$ cat config.mk
export PLATFORM = sky130hd
export DESIGN_NAME = input_port_credit_flat
export DESIGN_NICKNAME = d
export VERILOG_FILES = /design/src/rtl/input_port_credit_pkg.sv /design/src/rtl/input_port_credit_if.sv /design/src/rtl/input_port_credit_vc_fifo.sv /design/src/rtl/input_port_credit.sv /design/src/flat_wrapper.sv
export SDC_FILE = /design/constraint.sdc
export NUM_CORES = 1
export LEC_CHECK = 0
export ABC_AREA = 1
export CAP_MARGIN = 10
export CORE_MARGIN = 4
export CORE_UTILIZATION = 25
export CTS_CLUSTER_DIAMETER = 40
export CTS_CLUSTER_SIZE = 14
export DETAILED_ROUTE_END_ITERATION = 10
export GPL_ROUTABILITY_DRIVEN = 0
export REMOVE_ABC_BUFFERS = 1
export SETUP_SLACK_MARGIN = 0.5
export SLEW_MARGIN = 15
export SYNTH_ARGS = -nofsm -noshare
export SYNTH_HDL_FRONTEND = slang
export SYNTH_SLANG_ARGS = --single-unit
$ cat constraint.sdc
create_clock -name clk -period 11.1 [get_ports clk]
set_input_delay 2.22 -clock clk [delete_from_list [all_inputs] [get_ports clk]]
set_output_delay 2.22 -clock clk [all_outputs]
set_load 0.02 [all_outputs]
$ cat src/rtl/input_port_credit_pkg.sv
// Shared NoC types and helpers for the credit-based router input port.
// Holds the flit/port/VC-state types, the XY route function and flit helpers.
package input_port_credit_pkg;

  localparam int MESH_SIZE_X      = 4;
  localparam int MESH_SIZE_Y      = 4;
  localparam int DEST_ADDR_SIZE_X = 2;
  localparam int DEST_ADDR_SIZE_Y = 2;
  localparam int VC_NUM           = 2;
  localparam int VC_SIZE          = 2;
  localparam int DATA_SIZE        = 16;

  typedef enum logic [1:0] {
    HEAD     = 2'd0,
    BODY     = 2'd1,
    TAIL     = 2'd2,
    HEADTAIL = 2'd3
  } flit_label_t;

  typedef enum logic [2:0] {
    LOCAL = 3'd0,
    NORTH = 3'd1,
    SOUTH = 3'd2,
    WEST  = 3'd3,
    EAST  = 3'd4
  } port_t;

  typedef enum logic [1:0] {
    IDLE   = 2'd0,
    VA     = 2'd1,
    ACTIVE = 2'd2
  } vc_state_t;

  typedef struct packed {
    flit_label_t                 flit_label;
    logic [VC_SIZE-1:0]          vc_id;
    logic [DEST_ADDR_SIZE_X-1:0] x_dest;
    logic [DEST_ADDR_SIZE_Y-1:0] y_dest;
    logic [DATA_SIZE-1:0]        data;
  } flit_t;

  typedef struct packed {
    flit_label_t                 flit_label;
    logic [DEST_ADDR_SIZE_X-1:0] x_dest;
    logic [DEST_ADDR_SIZE_Y-1:0] y_dest;
    logic [DATA_SIZE-1:0]        data;
  } flit_novc_t;

  typedef struct packed {
    flit_novc_t flit;
    port_t      route;
  } fifo_entry_t;

  // XY dimension-order routing: resolve x first, then y (north = smaller y).
  function automatic port_t rc_unit(input logic [DEST_ADDR_SIZE_X-1:0] x_dest,
                                    input logic [DEST_ADDR_SIZE_Y-1:0] y_dest,
                                    input int x_cur, input int y_cur);
    port_t route;
    if (int'(x_dest) > x_cur) begin
      route = EAST;
    end else if (int'(x_dest) < x_cur) begin
      route = WEST;
    end else if (int'(y_dest) < y_cur) begin
      route = NORTH;
    end else if (int'(y_dest) > y_cur) begin
      route = SOUTH;
    end else begin
      route = LOCAL;
    end
    return route;
  endfunction

  function automatic logic is_head_label(input flit_label_t lab);
    return (lab == HEAD) || (lab == HEADTAIL);
  endfunction

  function automatic logic is_tail_label(input flit_label_t lab);
    return (lab == TAIL) || (lab == HEADTAIL);
  endfunction

  function automatic flit_novc_t strip_vc(input flit_t f);
    flit_novc_t n;
    n.flit_label = f.flit_label;
    n.x_dest     = f.x_dest;
    n.y_dest     = f.y_dest;
    n.data       = f.data;
    return n;
  endfunction

  function automatic flit_t add_vc(input flit_novc_t n, input logic [VC_SIZE-1:0] vc);
    flit_t f;
    f.flit_label = n.flit_label;
    f.vc_id      = vc;
    f.x_dest     = n.x_dest;
    f.y_dest     = n.y_dest;
    f.data       = n.data;
    return f;
  endfunction

endpackage

$ cat src/rtl/input_port_credit_if.sv
// Link-side, allocator-side and crossbar-side signals of the input port.
// slave is the input port's view, master the surrounding router's view.
interface input_port_credit_if
  import input_port_credit_pkg::*;
#(
  parameter int VC_COUNT = VC_NUM
);

  flit_t                             data_i;
  logic                              valid_flit_i;
  logic [VC_SIZE-1:0]                vc_sel_i;
  logic                              valid_sel_i;
  logic [VC_COUNT-1:0][VC_SIZE-1:0]  vc_new_i;
  logic [VC_COUNT-1:0]               vc_valid_i;

  flit_t                             flit_o;
  logic                              valid_flit_o;
  logic [VC_COUNT-1:0]               credit_o;
  logic [VC_COUNT-1:0]               vc_request_o;
  logic [VC_COUNT-1:0]               switch_request_o;
  port_t [VC_COUNT-1:0]              out_port_o;
  logic [VC_COUNT-1:0][VC_SIZE-1:0]  downstream_vc_o;
  logic [VC_COUNT-1:0]               is_full_o;
  logic [VC_COUNT-1:0]               is_empty_o;
  logic [VC_COUNT-1:0]               error_o;

  modport slave (
    input  data_i, valid_flit_i, vc_sel_i, valid_sel_i, vc_new_i, vc_valid_i,
    output flit_o, valid_flit_o, credit_o, vc_request_o, switch_request_o,
           out_port_o, downstream_vc_o, is_full_o, is_empty_o, error_o
  );

  modport master (
    output data_i, valid_flit_i, vc_sel_i, valid_sel_i, vc_new_i, vc_valid_i,
    input  flit_o, valid_flit_o, credit_o, vc_request_o, switch_request_o,
           out_port_o, downstream_vc_o, is_full_o, is_empty_o, error_o
  );

endinterface

$ cat src/rtl/input_port_credit_vc_fifo.sv
// Per-VC circular flit buffer storing each flit beside its precomputed route.
// A push into a full buffer is accepted only when a pop happens in the same cycle.
module vc_fifo
  import input_port_credit_pkg::*;
#(
  parameter int BUFFER_SIZE = 8
) (
  input  logic        clk,
  input  logic        rst,
  input  logic        i_push,
  input  logic        i_pop,
  input  fifo_entry_t i_entry,
  output fifo_entry_t o_front,
  output logic        o_full,
  output logic        o_empty
);

  localparam int PTR_W = $clog2(BUFFER_SIZE);

  fifo_entry_t      r_mem [BUFFER_SIZE];
  logic [PTR_W-1:0] r_rd_ptr;
  logic [PTR_W-1:0] r_wr_ptr;
  logic [PTR_W:0]   r_count;
  logic             w_do_pop;
  logic             w_do_push;

  assign o_full    = (r_count == (PTR_W+1)'(BUFFER_SIZE));
  assign o_empty   = (r_count == {(PTR_W+1){1'b0}});
  assign w_do_pop  = i_pop && !o_empty;
  assign w_do_push = i_push && (!o_full || w_do_pop);
  assign o_front   = r_mem[r_rd_ptr];

  // Storage array; contents need no reset because the count gates visibility.
  always_ff @(posedge clk) begin
    if (w_do_push) begin
      r_mem[r_wr_ptr] <= i_entry;
    end
  end

  // Pointers wrap naturally modulo the power-of-two depth.
  always_ff @(posedge clk or posedge rst) begin
    if (rst) begin
      r_rd_ptr <= {PTR_W{1'b0}};
      r_wr_ptr <= {PTR_W{1'b0}};
      r_count  <= {(PTR_W+1){1'b0}};
    end else begin
      if (w_do_push) r_wr_ptr <= r_wr_ptr + PTR_W'(1);
      if (w_do_pop)  r_rd_ptr <= r_rd_ptr + PTR_W'(1);
      case ({w_do_push, w_do_pop})
        2'b10:   r_count <= r_count + (PTR_W+1)'(1);
        2'b01:   r_count <= r_count - (PTR_W+1)'(1);
        default: r_count <= r_count;
      endcase
    end
  end

endmodule

$ cat src/rtl/input_port_credit.sv
// Credit-based router input port: per-VC buffers, IDLE/VA/ACTIVE state machines,
// registered crossbar flit with downstream VC rewrite, credit pulses and sticky errors.
module input_port_credit
  import input_port_credit_pkg::*;
#(
  parameter int VC_COUNT    = VC_NUM,
  parameter int BUFFER_SIZE = 8,
  parameter int X_CURRENT   = MESH_SIZE_X / 2,
  parameter int Y_CURRENT   = MESH_SIZE_Y / 2
) (
  input logic                 clk,
  input logic                 rst,
  input_port_credit_if.slave  bus
);

  vc_state_t                        r_state [VC_COUNT];
  port_t [VC_COUNT-1:0]             r_out_port;
  logic [VC_COUNT-1:0][VC_SIZE-1:0] r_down_vc;
  logic [VC_COUNT-1:0]              r_error;
  logic [VC_COUNT-1:0]              r_credit;
  flit_t                            r_flit;
  logic                             r_valid;

  fifo_entry_t          w_front [VC_COUNT];
  fifo_entry_t          w_wr_entry;
  flit_t                w_out_flit;
  logic                 w_vc_oob;
  logic [VC_COUNT-1:0]  w_full, w_empty;
  logic [VC_COUNT-1:0]  w_wr_hit, w_push, w_pop, w_sel_pop, w_discard;
  logic [VC_COUNT-1:0]  w_wr_err, w_rd_err, w_err_set;

  // Write steering, pop qualification, discard of headless fronts and error sources.
  always_comb begin
    w_vc_oob         = bus.valid_flit_i &&
                       ({1'b0, bus.data_i.vc_id} >= (VC_SIZE+1)'(VC_COUNT));
    w_wr_entry.flit  = strip_vc(bus.data_i);
    w_wr_entry.route = rc_unit(bus.data_i.x_dest, bus.data_i.y_dest, X_CURRENT, Y_CURRENT);
    w_out_flit       = '0;
    for (int v = 0; v < VC_COUNT; v++) begin
      w_wr_hit[v]  = bus.valid_flit_i && !w_vc_oob && (bus.data_i.vc_id == VC_SIZE'(v));
      w_discard[v] = (r_state[v] == IDLE) && !w_empty[v] &&
                     !is_head_label(w_front[v].flit.flit_label);
      w_sel_pop[v] = bus.valid_sel_i && (bus.vc_sel_i == VC_SIZE'(v)) &&
                     (r_state[v] == ACTIVE) && !w_empty[v];
      w_rd_err[v]  = bus.valid_sel_i && (bus.vc_sel_i == VC_SIZE'(v)) && !w_sel_pop[v];
      w_pop[v]     = w_sel_pop[v] || w_discard[v];
      w_push[v]    = w_wr_hit[v] && (!w_full[v] || w_pop[v]);
      w_wr_err[v]  = w_wr_hit[v] && w_full[v] && !w_pop[v];
      w_out_flit   = w_sel_pop[v] ? add_vc(w_front[v].flit, r_down_vc[v]) : w_out_flit;
    end
    w_err_set = w_discard | w_wr_err | w_rd_err | {VC_COUNT{w_vc_oob}};
  end

  for (genvar g = 0; g < VC_COUNT; g++) begin : g_vc
    vc_fifo #(.BUFFER_SIZE(BUFFER_SIZE)) u_fifo (
      .clk     (clk),
      .rst     (rst),
      .i_push  (w_push[g]),
      .i_pop   (w_pop[g]),
      .i_entry (w_wr_entry),
      .o_front (w_front[g]),
      .o_full  (w_full[g]),
      .o_empty (w_empty[g])
    );
  end

  // Per-VC state machines plus the crossbar output, credit and error registers.
  always_ff @(posedge clk or posedge rst) begin
    if (rst) begin
      for (int v = 0; v < VC_COUNT; v++) r_state[v] <= IDLE;
      r_out_port <= '0;
      r_down_vc  <= '0;
      r_error    <= '0;
      r_credit   <= '0;
      r_flit     <= '0;
      r_valid    <= 1'b0;
    end else begin
      for (int v = 0; v < VC_COUNT; v++) begin
        case (r_state[v])
          IDLE: begin
            if (!w_empty[v] && is_head_label(w_front[v].flit.flit_label)) begin
              r_state[v]    <= VA;
              r_out_port[v] <= w_front[v].route;
            end
          end
          VA: begin
            if (bus.vc_valid_i[v]) begin
              r_state[v]   <= ACTIVE;
              r_down_vc[v] <= bus.vc_new_i[v];
            end
          end
          ACTIVE: begin
            if (w_sel_pop[v] && is_tail_label(w_front[v].flit.flit_label)) begin
              r_state[v] <= IDLE;
            end
          end
          default: r_state[v] <= IDLE;
        endcase
      end
      r_error  <= r_error | w_err_set;
      r_credit <= w_pop;
      r_valid  <= |w_sel_pop;
      if (|w_sel_pop) r_flit <= w_out_flit;
    end
  end

  always_comb begin
    for (int v = 0; v < VC_COUNT; v++) begin
      bus.vc_request_o[v]     = (r_state[v] == VA);
      bus.switch_request_o[v] = (r_state[v] == ACTIVE) && !w_empty[v];
    end
  end

  assign bus.flit_o          = r_flit;
  assign bus.valid_flit_o    = r_valid;
  assign bus.credit_o        = r_credit;
  assign bus.out_port_o      = r_out_port;
  assign bus.downstream_vc_o = r_down_vc;
  assign bus.is_full_o       = w_full;
  assign bus.is_empty_o      = w_empty;
  assign bus.error_o         = r_error;

endmodule
$ cat src/flat_wrapper.sv
// flat-port wrapper written by rule: the top's interface ports become plain ports
module input_port_credit_flat import input_port_credit_pkg::*;
#(
  parameter int VC_COUNT    = VC_NUM,
  parameter int BUFFER_SIZE = 8,
  parameter int X_CURRENT   = MESH_SIZE_X / 2,
  parameter int Y_CURRENT   = MESH_SIZE_Y / 2
)
  (clk, rst, bus_data_i, bus_valid_flit_i, bus_vc_sel_i, bus_valid_sel_i, bus_vc_new_i, bus_vc_valid_i, bus_flit_o, bus_valid_flit_o, bus_credit_o, bus_vc_request_o, bus_switch_request_o, bus_out_port_o, bus_downstream_vc_o, bus_is_full_o, bus_is_empty_o, bus_error_o);
  input_port_credit_if #(.VC_COUNT(VC_COUNT)) bus_i ();
  input logic clk;
  input logic rst;
  input wire logic [$bits(bus_i.data_i)-1:0] bus_data_i;
  input wire logic [$bits(bus_i.valid_flit_i)-1:0] bus_valid_flit_i;
  input wire logic [$bits(bus_i.vc_sel_i)-1:0] bus_vc_sel_i;
  input wire logic [$bits(bus_i.valid_sel_i)-1:0] bus_valid_sel_i;
  input wire logic [$bits(bus_i.vc_new_i)-1:0] bus_vc_new_i;
  input wire logic [$bits(bus_i.vc_valid_i)-1:0] bus_vc_valid_i;
  output wire logic [$bits(bus_i.flit_o)-1:0] bus_flit_o;
  output wire logic [$bits(bus_i.valid_flit_o)-1:0] bus_valid_flit_o;
  output wire logic [$bits(bus_i.credit_o)-1:0] bus_credit_o;
  output wire logic [$bits(bus_i.vc_request_o)-1:0] bus_vc_request_o;
  output wire logic [$bits(bus_i.switch_request_o)-1:0] bus_switch_request_o;
  output wire logic [$bits(bus_i.out_port_o)-1:0] bus_out_port_o;
  output wire logic [$bits(bus_i.downstream_vc_o)-1:0] bus_downstream_vc_o;
  output wire logic [$bits(bus_i.is_full_o)-1:0] bus_is_full_o;
  output wire logic [$bits(bus_i.is_empty_o)-1:0] bus_is_empty_o;
  output wire logic [$bits(bus_i.error_o)-1:0] bus_error_o;
  assign bus_i.data_i = bus_data_i;
  assign bus_i.valid_flit_i = bus_valid_flit_i;
  assign bus_i.vc_sel_i = bus_vc_sel_i;
  assign bus_i.valid_sel_i = bus_valid_sel_i;
  assign bus_i.vc_new_i = bus_vc_new_i;
  assign bus_i.vc_valid_i = bus_vc_valid_i;
  assign bus_flit_o = bus_i.flit_o;
  assign bus_valid_flit_o = bus_i.valid_flit_o;
  assign bus_credit_o = bus_i.credit_o;
  assign bus_vc_request_o = bus_i.vc_request_o;
  assign bus_switch_request_o = bus_i.switch_request_o;
  assign bus_out_port_o = bus_i.out_port_o;
  assign bus_downstream_vc_o = bus_i.downstream_vc_o;
  assign bus_is_full_o = bus_i.is_full_o;
  assign bus_is_empty_o = bus_i.is_empty_o;
  assign bus_error_o = bus_i.error_o;
  input_port_credit #(.VC_COUNT(VC_COUNT), .BUFFER_SIZE(BUFFER_SIZE), .X_CURRENT(X_CURRENT), .Y_CURRENT(Y_CURRENT)) u_core (.clk(clk), .rst(rst), .bus(bus_i));
endmodule
==> results.md, run 1 <==
- Status: completed
- Mapped Cells: between 1.5k and 2k
- Startpoint types: flip-flop
- Input/output buffers: 82
- CTS root buffer: clkbuf_16
- Tot GR Track Use: 0.1196
- HP Class: flip-flop to flip-flop
- Sw Share: 0.3499
- # DRC: 0
- Initial Util: 0.2524
- RSZ-0062 raised after global routing: false
- Flops & latches, synth: about 460
- CP Launch Point: u_core.g_vc[1].u_fifo.r_count[0]
- Vias in the first global route: 12.60k
- Worst R2R Path Depth: 20
- Sequential share of the synthesized area: 0.7075
- Largest net degree at the start of global routing: 104
- Mean Syn Cell Area: between 10 and 15 um2
- Global route overflow: 0
- Core area: 76080 um2
- Max frequency: 221.7 MHz
- CP Class: flip-flop to output port
- Max_slew headroom: 0.2184
- Seq pwr share: 0.348
- Vias/cell: 4.356
- PD cells: 268.6 nW/um2
- Total net switching power: 2221 uW
- Share of layout cells above drive strength 1: 0.1128
- DRT iter0 DRCs: 1012
- Peak supply drop: between 0.00015 and 0.0002 V
- Core Rows: 101
- Skew-Pair Late Insertion Delay: slightly below 600 ps
- P_leak: 0.008640 uW
- HPWL after DPL: between 20 and 30 mm
- Worst flop-to-flop path startpoint: u_core.g_vc[0].u_fifo.r_rd_ptr[0]
- Worst hold start: u_core.bus.error_o[1]
- Worst EP arrival: 2290 ps
- Crit. End Element: output port
- Post-Synthesis Cell Area: 19200 um2
- Fin. Hold Viols: 0
- Clk network pwr share: 0.355
- Number of CTS-inserted buffers: 71
- Chip height: 285.2 um
- Fin crit share: 0.4064
- Io pins: 83
- Total power: 6348 uW
- # hold bufs at CTS: 0
- Yosys warnings: 0
- Die Wd: between 200 and 300 um
- Post-CTS sizing: 0
- Slew Limit Fails: 0
- Worst-path cell chain: nor2_2 -> nand2_1 -> nor2_1 -> clkdlybuf4s50_1
- Post-route minimum period: 4511 ps
- Die area: 81320 um2
- Netlist cell types: 34
- Final instance area: 23630 um2
- Slowest stage delay, CP: 700 ps
- Initial antenna violation count: 2
- Post-CTS setup buffers: 0
- CTS Buffer Depth: 3
- Setup Skew: between 20 and 25 ps
- Routed Antenna Nets: 0
- CTS H-tree depth: 3
- Final setup viols: 0
- Power share of the combinational group: 0.297
- 1st-pass router iterations: 7
- Worst-path fanout max: 5
- CTS Sinks: 463
- P_int: 4127 uW
- Vias: roughly 13k
- Slowest library cell on the worst path: clkdlybuf4s50_1
- WL/cell: 17.20 um
- Cell Area, Placed: 21180 um2
- First-pass GRT wire length: 75.51 mm
- Max Cap Viol: 0
- Worst-margin pin slew: about 1200 ps
- Worst hold path depth: 2
- Setup tns final: 0 ps
- CTS tree: done
- Clock slew at reported path FFs: 50 ps
- Req. time, crit path: 8880 ps
- Wirelength, routed: between 40 and 50 mm
- Layout Nets: 1855
- Area Growth Syn to Fin: 23.04%
-- path summary, 6_finish.rpt --
path	to	slack (ps)
max in group asynchronous	u_core.g_vc[0].u_fifo.r_rd_ptr[0]	8050
min in group asynchronous	u_core.r_state[0]	2280
worst min register to register	u_core.bus.error_o[1]	470
worst max-delay path	bus_is_full_o[1]	6590
worst max register to register	u_core.g_vc[0].u_fifo.r_count[2]	6790
worst min-delay path	u_core.bus.error_o[1]	470
-- placed cells by master (no fill, tap or decap), types with 8 or more instances in the layout --
| cell type | netlist | final |
|---|---|---|
| clkdlybuf4s50_1 | 0 | 82 |
| o21ai_1 | 8 | 8 |
| nand2_1 | 291 | 291 |
| nand3_1 | 210 | 210 |
| inv_2 | 8 | 8 |
| inv_6 | 0 | 13 |
| nor2_2 | 3 | 19 |
| or2_2 | 10 | 10 |
| ha_1 | 14 | 14 |
| xor2_1 | 8 | 8 |
| clkinv_2 | 0 | 9 |
| bufinv_16 | 0 | 8 |
| edfxtp_1 | 400 | 400 |
| dfrtp_1 | 63 | 59 |
| nor2_1 | 335 | 319 |
| clkbuf_16 | 0 | 74 |
| inv_1 | 81 | 80 |
| o21ai_0 | 115 | 115 |
| buf_4 | 15 | 32 |
| or2_0 | 30 | 30 |
-- registers in the layout (all words and copies together) (netlist names) --
register,flops
u_core.bus.downstream_vc_o,4
u_core.bus.credit_o,2
u_core.bus.valid_flit_o,1
u_core.bus.out_port_o,6
u_core.bus.error_o,2
u_core.g_vc.u_fifo.r_wr_ptr,6
u_core.r_state,4
u_core.bus.flit_o,24
u_core.g_vc.u_fifo.r_count,8
u_core.g_vc.u_fifo.r_rd_ptr,6
u_core.g_vc.u_fifo.r_mem,400
-- layout make-up --
cell class                 instances  area (um2)
inverter                          91       342.8
multi-input combinational       1064        4892
timing repair buffer             114        1061
tap                             1030        1289
sequential                       463       13600
clock buffer                      81        1888
antenna                            1       2.502
fill                            7653       52450
clock inverter                    49       556.8
-- synthesized netlist by cell type (all sizes together) --
| cell | n | area, um2 |
|---|---|---|
| a21oi | 3 | 15.01 |
| xor2 | 8 | 70.07 |
| o211ai | 6 | 45.04 |
| nor2 | 338 | 1276 |
| mux2 | 4 | 45.04 |
| edfxtp | 400 | 12010 |
| nand2 | 297 | 1130 |
| nand4 | 6 | 37.54 |
| ha | 14 | 175.2 |
| clkinv | 2 | 7.510 |
| o31ai | 2 | 15.01 |
| o21ai | 123 | 615.6 |
| inv | 89 | 334.1 |
| xnor2 | 2 | 17.52 |
| or2 | 40 | 250.2 |
| nand3b | 3 | 26.27 |
| clkbuf | 32 | 120.1 |
| and2 | 2 | 12.51 |
| buf | 52 | 302.8 |
| nor3 | 2 | 15.01 |
| nand3 | 214 | 1106 |
| dfrtp | 63 | 1577 |
-- critical path, delay by kind of cell, from the launching register on --
kind	cells	cell delay, ps
DFF	1	440
buffers and inverters	1	700
and+or+nand+nor	3	570
-- routing by layer --
layer	vias to the layer above	share of wire	GRT usage
met3	81	0.060	0.02686
met1	6121	0.43	0.1527
met2	378	0.48	0.2001
met5	-	0.00026	0
met4	2	0.028	0.04193
li1	6021	-	-
-- kinds of logic after synthesis --
family | Yosys count | share of synthesized area
and+or+nand+nor | 902 | 0.2007
DFF | 463 | 0.7075
buffers and inverters | 175 | 0.03981
AOI/OAI and AO/OA | 134 | 0.03596
adders and majority gates | 14 | 0.009121
xor gates and xnor gates | 10 | 0.004561
muxes | 4 | 0.002345
-- power groups by stage --
stage / Clock [uW] / Sequential (uW) / Combinational, uW
6_report: 2250 / 2210 / 1890
2_1_floorplan: 0 / 2380 / 1040
4_1_cts: 2290 / 2210 / 1910
3_5_place_dp: 0 / 2240 / 1900
5_1_grt: 2370 / 2230 / 2120
3_3_place_gp: 0 / 2240 / 1850
-- metrics by stage --
stage | worst slack [ps] | cells | hold slack, ps | util
floorplan | 5397 | 1618 | 462.8 | -
global placement | 6424 | 2762 | 469.3 | 0.2784
detailed placement | 6298 | 2762 | 469.8 | 0.2784
CTS | 6581 | 2892 | 481.8 | 0.3106
global route | 6395 | 2892 | 509.6 | 0.3106
finish | 6589 | 2893 | 474.9 | 0.3106
Power figures use the tool's default switching activity.
==> run 2: changes to the inputs <==
- clock period: 11.1 -> 4.2 ns (I/O delays scaled with it)
==> run 2 against run 1 <==
Non-clock buffer count is 4 higher. Cell area is 2.4% lower. Via count is 0.70% lower. Wire length is 2.4% lower. Worst setup slack worse by 5700 ps. Sequential share of layout area is 1.4 points higher. Clock power is 110% higher. Critical path depth is 11 higher. Count of clock-buffer cells in the layout is 17 lower. First-iteration DRC count is 24% lower. Power is 140% higher. Global-route usage is 0.24 points lower. Critical path type is now flip-flop to flip-flop. Critical endpoint is now u_core.g_vc[1].u_fifo.r_count[2]. Largest power group is now registers.
==> results.md, run 2 (synthesis results as in run 1) <==
- Status: completed (unchanged)
- Max frequency: ~300 MHz
- Worst EP arrival: 3810 ps (was 2290 ps)
- Vias in the first global route: 12.48k (was 12.60k)
- Setup WS post-layout: 866.8 ps (was 6589 ps)
- Crit path buffers/inverters: 2 (was 1)
- Vias: 12.52k (was 12.60k)
- Slew Limit Fails: 0 (unchanged)
- Worst-path cell chain: buf_4 -> nand3_1 -> and2_1 -> ha_1 -> inv_1 -> nand3_1 -> nand3_2 -> nand2_2 -> ha_1 -> nor2_1 -> nor2_1 -> ha_1 -> a21oi_1 -> xor2_1 -> o21ai_0 (was nor2_2 -> nand2_1 -> nor2_1 -> clkdlybuf4s50_1)
- Fin. Hold Viols: 0 (unchanged)
- Fin cells: 2867 (was 2893)
- Share of layout cells above drive strength 1: 0.1008 (was 0.1128)
- Area Growth Syn to Fin: 20.06% (was 23.04%)
- Routed length on met2: 23.57 mm (was 23.90 mm)
- Fin crit share: 0.7936
- DR top layer: met5 (unchanged)
- Crit. End Element: flip-flop (was output port)
- Skew-Pair Late Insertion Delay: 600 ps (was 580 ps)
- WL/cell: 16.93 um (was 17.20 um)
- Tot GR Track Use: 0.1171 (was 0.1196)
- Slowest stage delay, CP: 420 ps (was 700 ps)
- Kind of cell adding the most delay to the critical path: simple AND/OR/NAND/NOR gates (was buffers and inverters)
- Core Rows: 101 (unchanged)
- CTS H-tree depth: 2 (was 3)
- Top cell by count, worst path: ha_1
- Wirelength, routed: 48.54 mm (was 49.75 mm)
- PD cells: 671.4 nW/um2 (was 268.6 nW/um2)
- CTS Buffer Depth: 3 (unchanged)
- Worst-margin pin slew: 1106 ps (was 1172 ps)
- Met3 wire length: 2.876 mm (was 2.981 mm)
- Chip height: 285.2 um (unchanged)
- Core Util, Final: 0.3031 (was 0.3106)
- # DRC: 0 (unchanged)
- Biggest register: u_core.g_vc.u_fifo.r_mem (unchanged)
- Metal-1 WL: 20.65 mm (was 21.48 mm)
- DRT iter0 DRCs: 773 (was 1012)
- Clk network pwr share: 0.302 (was 0.355)
- Max Cap Viol: 0 (unchanged)
- First-pass GRT wire length: 74.29 mm (was 75.51 mm)
- P_int: 9861 uW (was 4127 uW)
- Io pins: 83 (unchanged)
- Core area: 76080 um2 (unchanged)
- Post-place setup slack: 677.5 ps (was 6298 ps)
- Dpl cells: 2766 (was 2762)
- Input/output buffers: 82 (unchanged)
- Post-route minimum period: 3333 ps
- Peak supply drop: 0.0003568 V (was 0.0001545 V)
- Power share of the combinational group: 0.323 (was 0.297)
- Max reg flops: 400 (unchanged)
- Final setup viols: 0 (unchanged)
- Max_slew headroom: 0.2627 (was 0.2184)
- RSZ-0062 raised after global routing: false (unchanged)
- 1st-pass router iterations: 5 (was 7)
- CTS tree: done (unchanged)
- P_leak: 0.008339 uW (was 0.008640 uW)
- Die Wd: 285.2 um (unchanged)
- Sw Share: 0.3630 (was 0.3499)
- HP Class: flip-flop to flip-flop (unchanged)
- Number of CTS-inserted buffers: 53 (was 71)
- Largest net degree at the start of global routing: 94 (was 104)
- Startpoint types: flip-flop (unchanged)
- Initial Util: 0.2524 (unchanged)
- Global route overflow: 0 (unchanged)
- CTS Sinks: 463 (unchanged)
- Most frequent cells in the layout: 400 x edfxtp_1, 319 x nor2_1, 291 x nand2_1, 210 x nand3_1, 115 x o21ai_0 (unchanged)
- Die area: 81320 um2 (unchanged)
- CP Class: flip-flop to flip-flop (was flip-flop to output port)
- Seq pwr share: 0.375 (was 0.348)
- Worst-path fanout max: 25 (was 5)
- Total net switching power: 5620 uW (was 2221 uW)
- CTS root buffer: clkbuf_16 (unchanged)
- Vias/cell: 4.365 (was 4.356)
- Setup Skew: 22.12 ps (was 20.06 ps)
- Setup tns final: 0 ps (unchanged)
- Initial antenna violation count: 3 (was 2)
- Req. time, crit path: 4670 ps (was 8880 ps)
- Slowest library cell on the worst path: buf_4 (was clkdlybuf4s50_1)
- Clock slew at reported path FFs: 60 ps (was 50 ps)
- HPWL after DPL: 28.30 mm (was 29.29 mm)
- Total power: 15480 uW (was 6348 uW)
- Layout Nets: 1841 (was 1855)
- Routed Antenna Nets: 0 (unchanged)
- Commonest non-fill, non-tap cell in the layout: edfxtp_1 (unchanged)
==> run 2: metrics by stage <==
step / hold WS (ps) / instance area [um2]
6_report: 490.9 / 23060
5_1_grt: 511.2 / 23050
4_1_cts: 498.7 / 23040
3_5_place_dp: 481.2 / 21230
3_3_place_gp: 475.8 / 21230
2_1_floorplan: 462.8 / 18780
==> run 2: worst paths after layout <==
path	slack, ps	to	depth (start not counted)	from
hold / removal	490	u_core.bus.flit_o[20]	2	u_core.bus.flit_o[20]
max in group asynchronous	2600	u_core.g_vc[0].u_fifo.r_rd_ptr[0]	3	rst
setup / recovery	870	u_core.g_vc[1].u_fifo.r_count[2]	15	u_core.g_vc[1].u_fifo.r_rd_ptr[2]
hold reg to reg	490	u_core.bus.flit_o[20]	2	u_core.bus.flit_o[20]
min in group asynchronous	600	u_core.g_vc[1].u_fifo.r_rd_ptr[0]	2	rst
setup reg to reg	870	u_core.g_vc[1].u_fifo.r_count[2]	15	u_core.g_vc[1].u_fifo.r_rd_ptr[2]
==> run 2: what timing repair did <==
action                     CTS  global route
setup buffers                0             0
hold buffers                 0             0
resized for setup            0             5
setup endpoints to repair    0             3
==> run 2: tightest hold or removal path: cells and delay by family (launching register included) <==
family           cells  cell delay [ps]
DFF                  1              350
and+or+nand+nor      2              100
==> run 2: power groups by stage <==
stage                     sequential [uW]  clock, uW  combinational [uW]
after floorplan                      6300          0                2740
after global placement               5880          0                4870
after detailed placement             5890          0                5030
after CTS                            5800       4780                5050
after global routing                 5860       4970                5630
final                                5800       4680                5000
==> run 2: metal layers <==
layer	global-route usage	vias up
met4	0.03743	4
li1	-	5990
met2	0.2002	297
met3	0.02958	87
met5	0	-
met1	0.1455	6137
==> run 2: layout make-up <==
cell class                      count  area [um2]
Multi-Input combinational cell   1064        4895
Fill cell                        7731       53020
Tap cell                         1030        1289
Clock buffer                       64        1408
Inverter                           91       345.3
Antenna cell                        1       2.502
Sequential cell                   463       13600
Timing Repair Buffer              118        1116
Clock inverter                     36       404.1
==> run 3: changes to the inputs <==
- clock period: 4.2 -> 3 ns (I/O delays scaled with it)
==> run 3 against run 2 <==
Fmax is 18% higher. Wire length is 21% higher. First-iteration DRC count is 37% higher. Cell area is 13% higher. Core utilization is 4.0 points higher. Critical path depth is 4 higher. Global-route usage is 1.5 points higher. Sequential power is 41% higher. Non-clock buffer count is 159 higher. Cell count is 5.6% higher. Power is 58% higher. Hold slack worse by 7.8 ps.
==> results.md, run 3 (synthesis results as in run 1) <==
- Status: completed (unchanged)
- Total net switching power: 8755 uW (was 5620 uW)
- Clock slew at reported path FFs: 60 ps (about the same)
- Post-route minimum period: 2815 ps (was 3333 ps)
- Core area: 76080 um2 (unchanged)
- Final setup viols: 0 (unchanged)
- Chip height: 285.2 um (unchanged)
- Top cell by count, worst path: buf_4 (was ha_1)
- Fin crit share: 0.9384 (was 0.7936)
- CTS tree: done (unchanged)
- Vias/cell: 4.598 (was 4.365)
- CTS Sinks: 463 (unchanged)
- Io pins: 83 (unchanged)
- Vias: 13.92k (was 12.52k)
- Area Growth Syn to Fin: 36.07% (was 20.06%)
- Share of layout cells above drive strength 1: 0.2013 (was 0.1008)
- Initial Util: 0.2524 (unchanged)
- Fin cells: 3028 (was 2867)
- DRT iter0 DRCs: 1057 (was 773)
- PD cells: 937.2 nW/um2 (was 671.4 nW/um2)
- Routed Antenna Nets: 0 (unchanged)
- Final instance area: 26130 um2 (was 23060 um2)
- 1st-pass router iterations: 5 (unchanged)
- Worst R2R Path Depth: 19 (was 15)
- Worst EP arrival: 3290 ps (was 3810 ps)
- Layout Nets: 2001 (was 1841)
- Cell Area, Placed: 21650 um2 (was 21230 um2)
- HP Class: input port to async pin (was flip-flop to flip-flop)
- # DRC: 0 (unchanged)
- WHS: 483.0 ps (was 490.9 ps)
- Input/output buffers: 82 (unchanged)
- Sw Share: 0.3575 (was 0.3630)
- Global route overflow: 0 (unchanged)
- Biggest register: u_core.g_vc.u_fifo.r_mem (unchanged)
- Slowest library cell on the worst path: dfrtp_4 (was buf_4)
- Setup tns final: 0 ps (unchanged)
- Kind of cell adding the most delay to the critical path: buffers and inverters (was simple AND/OR/NAND/NOR gates)
- Commonest non-fill, non-tap cell in the layout: edfxtp_1 (unchanged)
- First-pass GRT wire length: 82.98 mm (was 74.29 mm)
- Crit path buffers/inverters: 13 (was 2)
- Peak supply drop: 0.0006433 V (was 0.0003568 V)
- CTS Buffer Depth: 3 (unchanged)
- Core Rows: 101 (unchanged)
- Die area: 81320 um2 (unchanged)
- Seq pwr share: 0.334 (was 0.375)
- Max Cap Viol: 0 (unchanged)
- Largest net degree at the start of global routing: 71 (was 94)
- Die Wd: 285.2 um (unchanged)
- P_int: 15730 uW (was 9861 uW)
- Crit. End Element: flip-flop (unchanged)
- Fillers: 7311 (was 7731)
- CP Class: flip-flop to flip-flop (unchanged)
- Vias in the first global route: 13.47k (was 12.48k)
- Req. time, crit path: 3480 ps (was 4670 ps)
- CTS H-tree depth: 2 (unchanged)
- Worst-path cell chain: buf_6 -> nor2_2 -> nor2_1 -> o21ai_1 -> nand3_1 -> buf_4 -> buf_4 -> buf_4 -> buf_4 -> buf_4 -> buf_4 -> buf_4 -> buf_4 -> buf_4 -> buf_4 -> buf_4 -> buf_4 -> nand3_2 -> nand3_1 (was buf_4 -> nand3_1 -> and2_1 -> ha_1 -> inv_1 -> nand3_1 -> nand3_2 -> nand2_2 -> ha_1 -> nor2_1 -> nor2_1 -> ha_1 -> a21oi_1 -> xor2_1 -> o21ai_0)
- Slew Limit Fails: 0 (unchanged)
- CTS root buffer: clkbuf_16 (unchanged)
- Startpoint types: flip-flop (unchanged)
- RSZ-0062 raised after global routing: true (was false)
- Number of CTS-inserted buffers: 54 (was 53)
- Max reg flops: 400 (unchanged)
- Worst-margin pin slew: 892.3 ps (was 1106 ps)
- Worst-path fanout max: 8 (was 25)
- WL/cell: 19.45 um (was 16.93 um)
- Skew-Pair Late Insertion Delay: 600 ps (about the same)
- Core Util, Final: 0.3435 (was 0.3031)
- Wirelength, routed: 58.88 mm (was 48.54 mm)
- Slowest stage delay, CP: 560 ps (was 420 ps)
- Initial antenna violation count: 2 (was 3)
- P_leak: 0.009726 uW (was 0.008339 uW)
- Setup Skew: 21.81 ps (was 22.12 ps)
- Fin. Hold Viols: 0 (unchanged)
- Worst path depth: 19 (was 15)
- Max frequency: 355.2 MHz (was 300.0 MHz)
- Most frequent cells in the layout: 400 x edfxtp_1, 307 x nor2_1, 278 x nand2_1, 200 x nand3_1, 105 x o21ai_0 (was 400 x edfxtp_1, 319 x nor2_1, 291 x nand2_1, 210 x nand3_1, 115 x o21ai_0)
- Tot GR Track Use: 0.1325 (was 0.1171)
- # hold bufs at CTS: 0 (unchanged)
- HPWL after DPL: 30.34 mm (was 28.30 mm)
- Max_slew headroom: 0.4052 (was 0.2627)
- Clk network pwr share: 0.286 (was 0.302)
- Dpl cells: 2796 (was 2766)
- Power share of the combinational group: 0.379 (was 0.323)
run 3: cell types whose count changed in the layout (fill, tap and decap cells not counted), moves of 10 or more:
| cell | before | now |
|---|---|---|
| buf_4 | 34 | 74 |
| buf_6 | 0 | 40 |
| buf_12 | 2 | 40 |
| buf_16 | 0 | 24 |
| nor2_4 | 0 | 23 |
| clkbuf_16 | 53 | 66 |
| nand2_1 | 291 | 278 |
| nor2_1 | 319 | 307 |
| nor2_2 | 19 | 8 |
| nand3_1 | 210 | 200 |
| o21ai_0 | 115 | 105 |
| o21ai_1 | 8 | 18 |
run 3: what timing repair did:
action / 4_1_cts / 5_1_grt
setup endpoints to repair: 415 / 421
pin swaps: 26 / 28
resized for setup: 140 / 77
buffers inserted: 71 / 20
cloned: 25 / 13
run 3: power by group through the flow:
stage,logic [uW],registers (uW),clock network [uW]
2_1_floorplan,3830,8820,0
3_3_place_gp,7080,8230,0
3_5_place_dp,7260,8260,0
4_1_cts,8520,8160,7110
5_1_grt,10100,8260,7400
6_report,9290,8180,7010
run 3: stage by stage:
stage	total power (uW)	setup slack, ps
2_1_floorplan	12650	-2703
3_3_place_gp	15320	100.5
3_5_place_dp	15520	-33.92
4_1_cts	23790	275.9
5_1_grt	25800	91.77
6_report	24490	184.8
run 3: worst register-to-register path, stage by stage, from the launching register on:
cell,delay (ps)
dfrtp_4,560
buf_6,170
nor2_2,70
nor2_1,40
o21ai_1,90
nand3_1,130
buf_4,160
buf_4,120
buf_4,120
buf_4,130
buf_4,130
buf_4,120
buf_4,120
buf_4,120
buf_4,120
buf_4,120
buf_4,120
buf_4,120
nand3_2,70
nand3_1,70
run 3: worst paths after layout:
path	slack (ps)	to	from
setup / recovery	180	u_core.bus.flit_o[22]	u_core.g_vc[1].u_fifo.r_rd_ptr[0]
setup reg to reg	180	u_core.bus.flit_o[22]	u_core.g_vc[1].u_fifo.r_rd_ptr[0]
max in group asynchronous	1830	u_core.g_vc[0].u_fifo.r_count[0]	rst
min in group clk	490	u_core.bus.out_port_o[0]	u_core.bus.out_port_o[0]
hold / removal	480	u_core.bus.flit_o[10]	rst
hold reg to reg	490	u_core.bus.out_port_o[0]	u_core.bus.out_port_o[0]
run 3: area by class of cell:
| type | instances | area (um2) | area share |
|---|---|---|---|
| Antenna cell | 1 | 2.502 | 0.00009576 |
| Timing Repair Buffer | 277 | 3650 | 0.1397 |
| Inverter | 91 | 355.3 | 0.01360 |
| Multi-Input combinational cell | 1064 | 5289 | 0.2024 |
| Clock inverter | 38 | 490.5 | 0.01877 |
| Tap cell | 1030 | 1289 | 0.04932 |
| Sequential cell | 463 | 13600 | 0.5206 |
| Clock buffer | 64 | 1453 | 0.05559 |
run 3: routing by layer:
metal,wire [um],track usage
met1,23970,0.1678
met2,28410,0.2251
met3,3816,0.02526
met4,2676,0.04979
met5,13,0
==> patch, RTL diff (flow settings as in run 3) <==
Change the package constant `VC_SIZE` from 2 to 4.
--- a/src/rtl/input_port_credit_pkg.sv
+++ b/src/rtl/input_port_credit_pkg.sv
@@ -9,3 +9,3 @@
   localparam int VC_NUM           = 2;
-  localparam int VC_SIZE          = 2;
+  localparam int VC_SIZE          = 4;
   localparam int DATA_SIZE        = 16;
Ports: changed (5 resized); port bits go from 83 to 97. The function was not compared with the original's and may differ.
==> patch against run 3 <==
Sequential cell count increased by 6; core utilization down 0.35 points; cell area decreased by 0.52%; first-iteration DRC count increased by 47%; synthesized area is 1.1% higher; hold slack worse by 0.17 ns; highest routed layer unchanged; synthesized cell count shrank 0.59%; sequential share of layout area grew 0.83 points; clock skew grew 0.0082 ns; setup slack got worse by 0.042 ns; critical path type unchanged; total power shrank 5.3%; wire length increased by 4.5%; count of clock-buffer cells in the layout is 1 lower.
==> patch: results (changes against run 3) <==
post-DP HPWL=31,100 microns (was 30,300 microns); Synth area leaders=edfxtp_1 62%, dfrtp_1 8.9%, nor2_1 7.1%, nand3_1 5.2%, nand2_1 5.1% (was edfxtp_1 63%, dfrtp_1 8.2%, nor2_1 6.5%, nand2_1 5.7%, nand3_1 5.5%); Seq pwr share=34.8% (was 33.4%); worst IR drop on VDD=0.000563 V (was 0.000643 V); Port Buffers=96 (was 82); share of layout cells above drive strength 1=21.6% (was 20.1%); first-pass GRT wire length=84,400 microns (was 83,000 microns); Setup crit end=u_core.g_vc[0].u_fifo.r_mem[5][9] (was u_core.bus.flit_o[22]); final antenna diode count=0 (was 1); Vias/cell=4.69 (was 4.60); mux share of post-synthesis cell area=0.464% (was 0.235%); placed cell count=2,801 (was 2,796); DR WL met3=6580 microns (was 3820 microns); Combinational Power Share=38.3% (was 37.9%); Vias=14,093 (was 13,924); sequential fraction of the synthesis area=70.8% (about the same); total power=23.2 mW (was 24.5 mW); WL met1=25,100 microns (was 24,000 microns); Synth top cells by count=400 x edfxtp_1, 369 x nor2_1, 266 x nand2_1 (was 400 x edfxtp_1, 335 x nor2_1, 291 x nand2_1); Num CTS Buffers=49 (was 54); Detailed Route WL=61,500 microns (was 58,900 microns); Leak Pwr=9.44 nW (was 9.73 nW); Arr. time, crit path=3.14 ns (was 3.29 ns); delay of the slowest critical-path stage=0.48 ns (was 0.56 ns); M3 GR Usage=2.92% (was 2.53%); largest net degree at the start of global routing=51 (was 71); Tot GR Track Use=13.5% (was 13.2%); met2 usage=21.5% (was 22.5%); Resized cells post-CTS=116 (was 140); Post-synth ARST share=14.7% (was 13.6%); FF-to-FF path depth=14 (was 19); power per cell area=892 nW/um^2 (was 937 nW/um^2); r2r setup slk=0.14 ns (was 0.18 ns); Cell variety after synth=36 (was 34); Compound-Gate Fraction of Synth Area=3.80% (was 3.60%); Post-CTS Setup Repair Bufs=57 (was 71); Post-DP Area=22,000 sq um (was 21,700 sq um); CP Max Fanout=10 (was 8); status=finished clean (unchanged); slowest CP cell=dfrtp_2 (was dfrtp_4); Layout Nets=1,997 (was 2,001); post-synthesis xor/xnor area fraction=0.361% (was 0.456%); syn avg cell area=11.5 sq um (was 11.3 sq um); Post-Synth Adder-Cell Area=0.902% (was 0.912%); clk_lat worst skew=0.58 ns (was 0.60 ns); antenna violations before repair=3 (was 2); Net Switching=8.43 mW (was 8.75 mW); Iter 0 DRT Violations=1,551 (was 1,057)
[patch: cell count changes after synthesis, sizes merged, moves of 2 or more]
cell,run 3,this run
nor2,338,374
nand3,214,209
or2,40,60
a21oi,3,5
xor2,8,6
clkbuf,32,34
o211ai,6,12
nor3,2,0
mux2,4,8
nand2,297,273
dfrtp,63,69
o21ai,123,120
inv,89,35
[patch: metrics by stage]
stage / setup TNS, ns / worst slack [ns] / hold WS (ns)
after floorplan: -1123.76 / -2.70 / 0.474
after CTS: 0 / 0.288 / 0.295
after global routing: 0 / 0.0361 / 0.343
final: 0 / 0.142 / 0.313
after global placement: 0 / 0.150 / 0.470
after detailed placement: -0.0597 / -0.0597 / 0.475
[patch: area by class of cell]
class / count / area, sq um
clock buffers: 63 / 1290
clock inverters: 27 / 352
fillers: 7343 / 50500
inverters: 38 / 155
multi-input cells: 1098 / 5560
flip-flops and latches: 469 / 13700
well taps: 1030 / 1290
repair buffers: 282 / 3600
repair inverters: 1 / 5.00
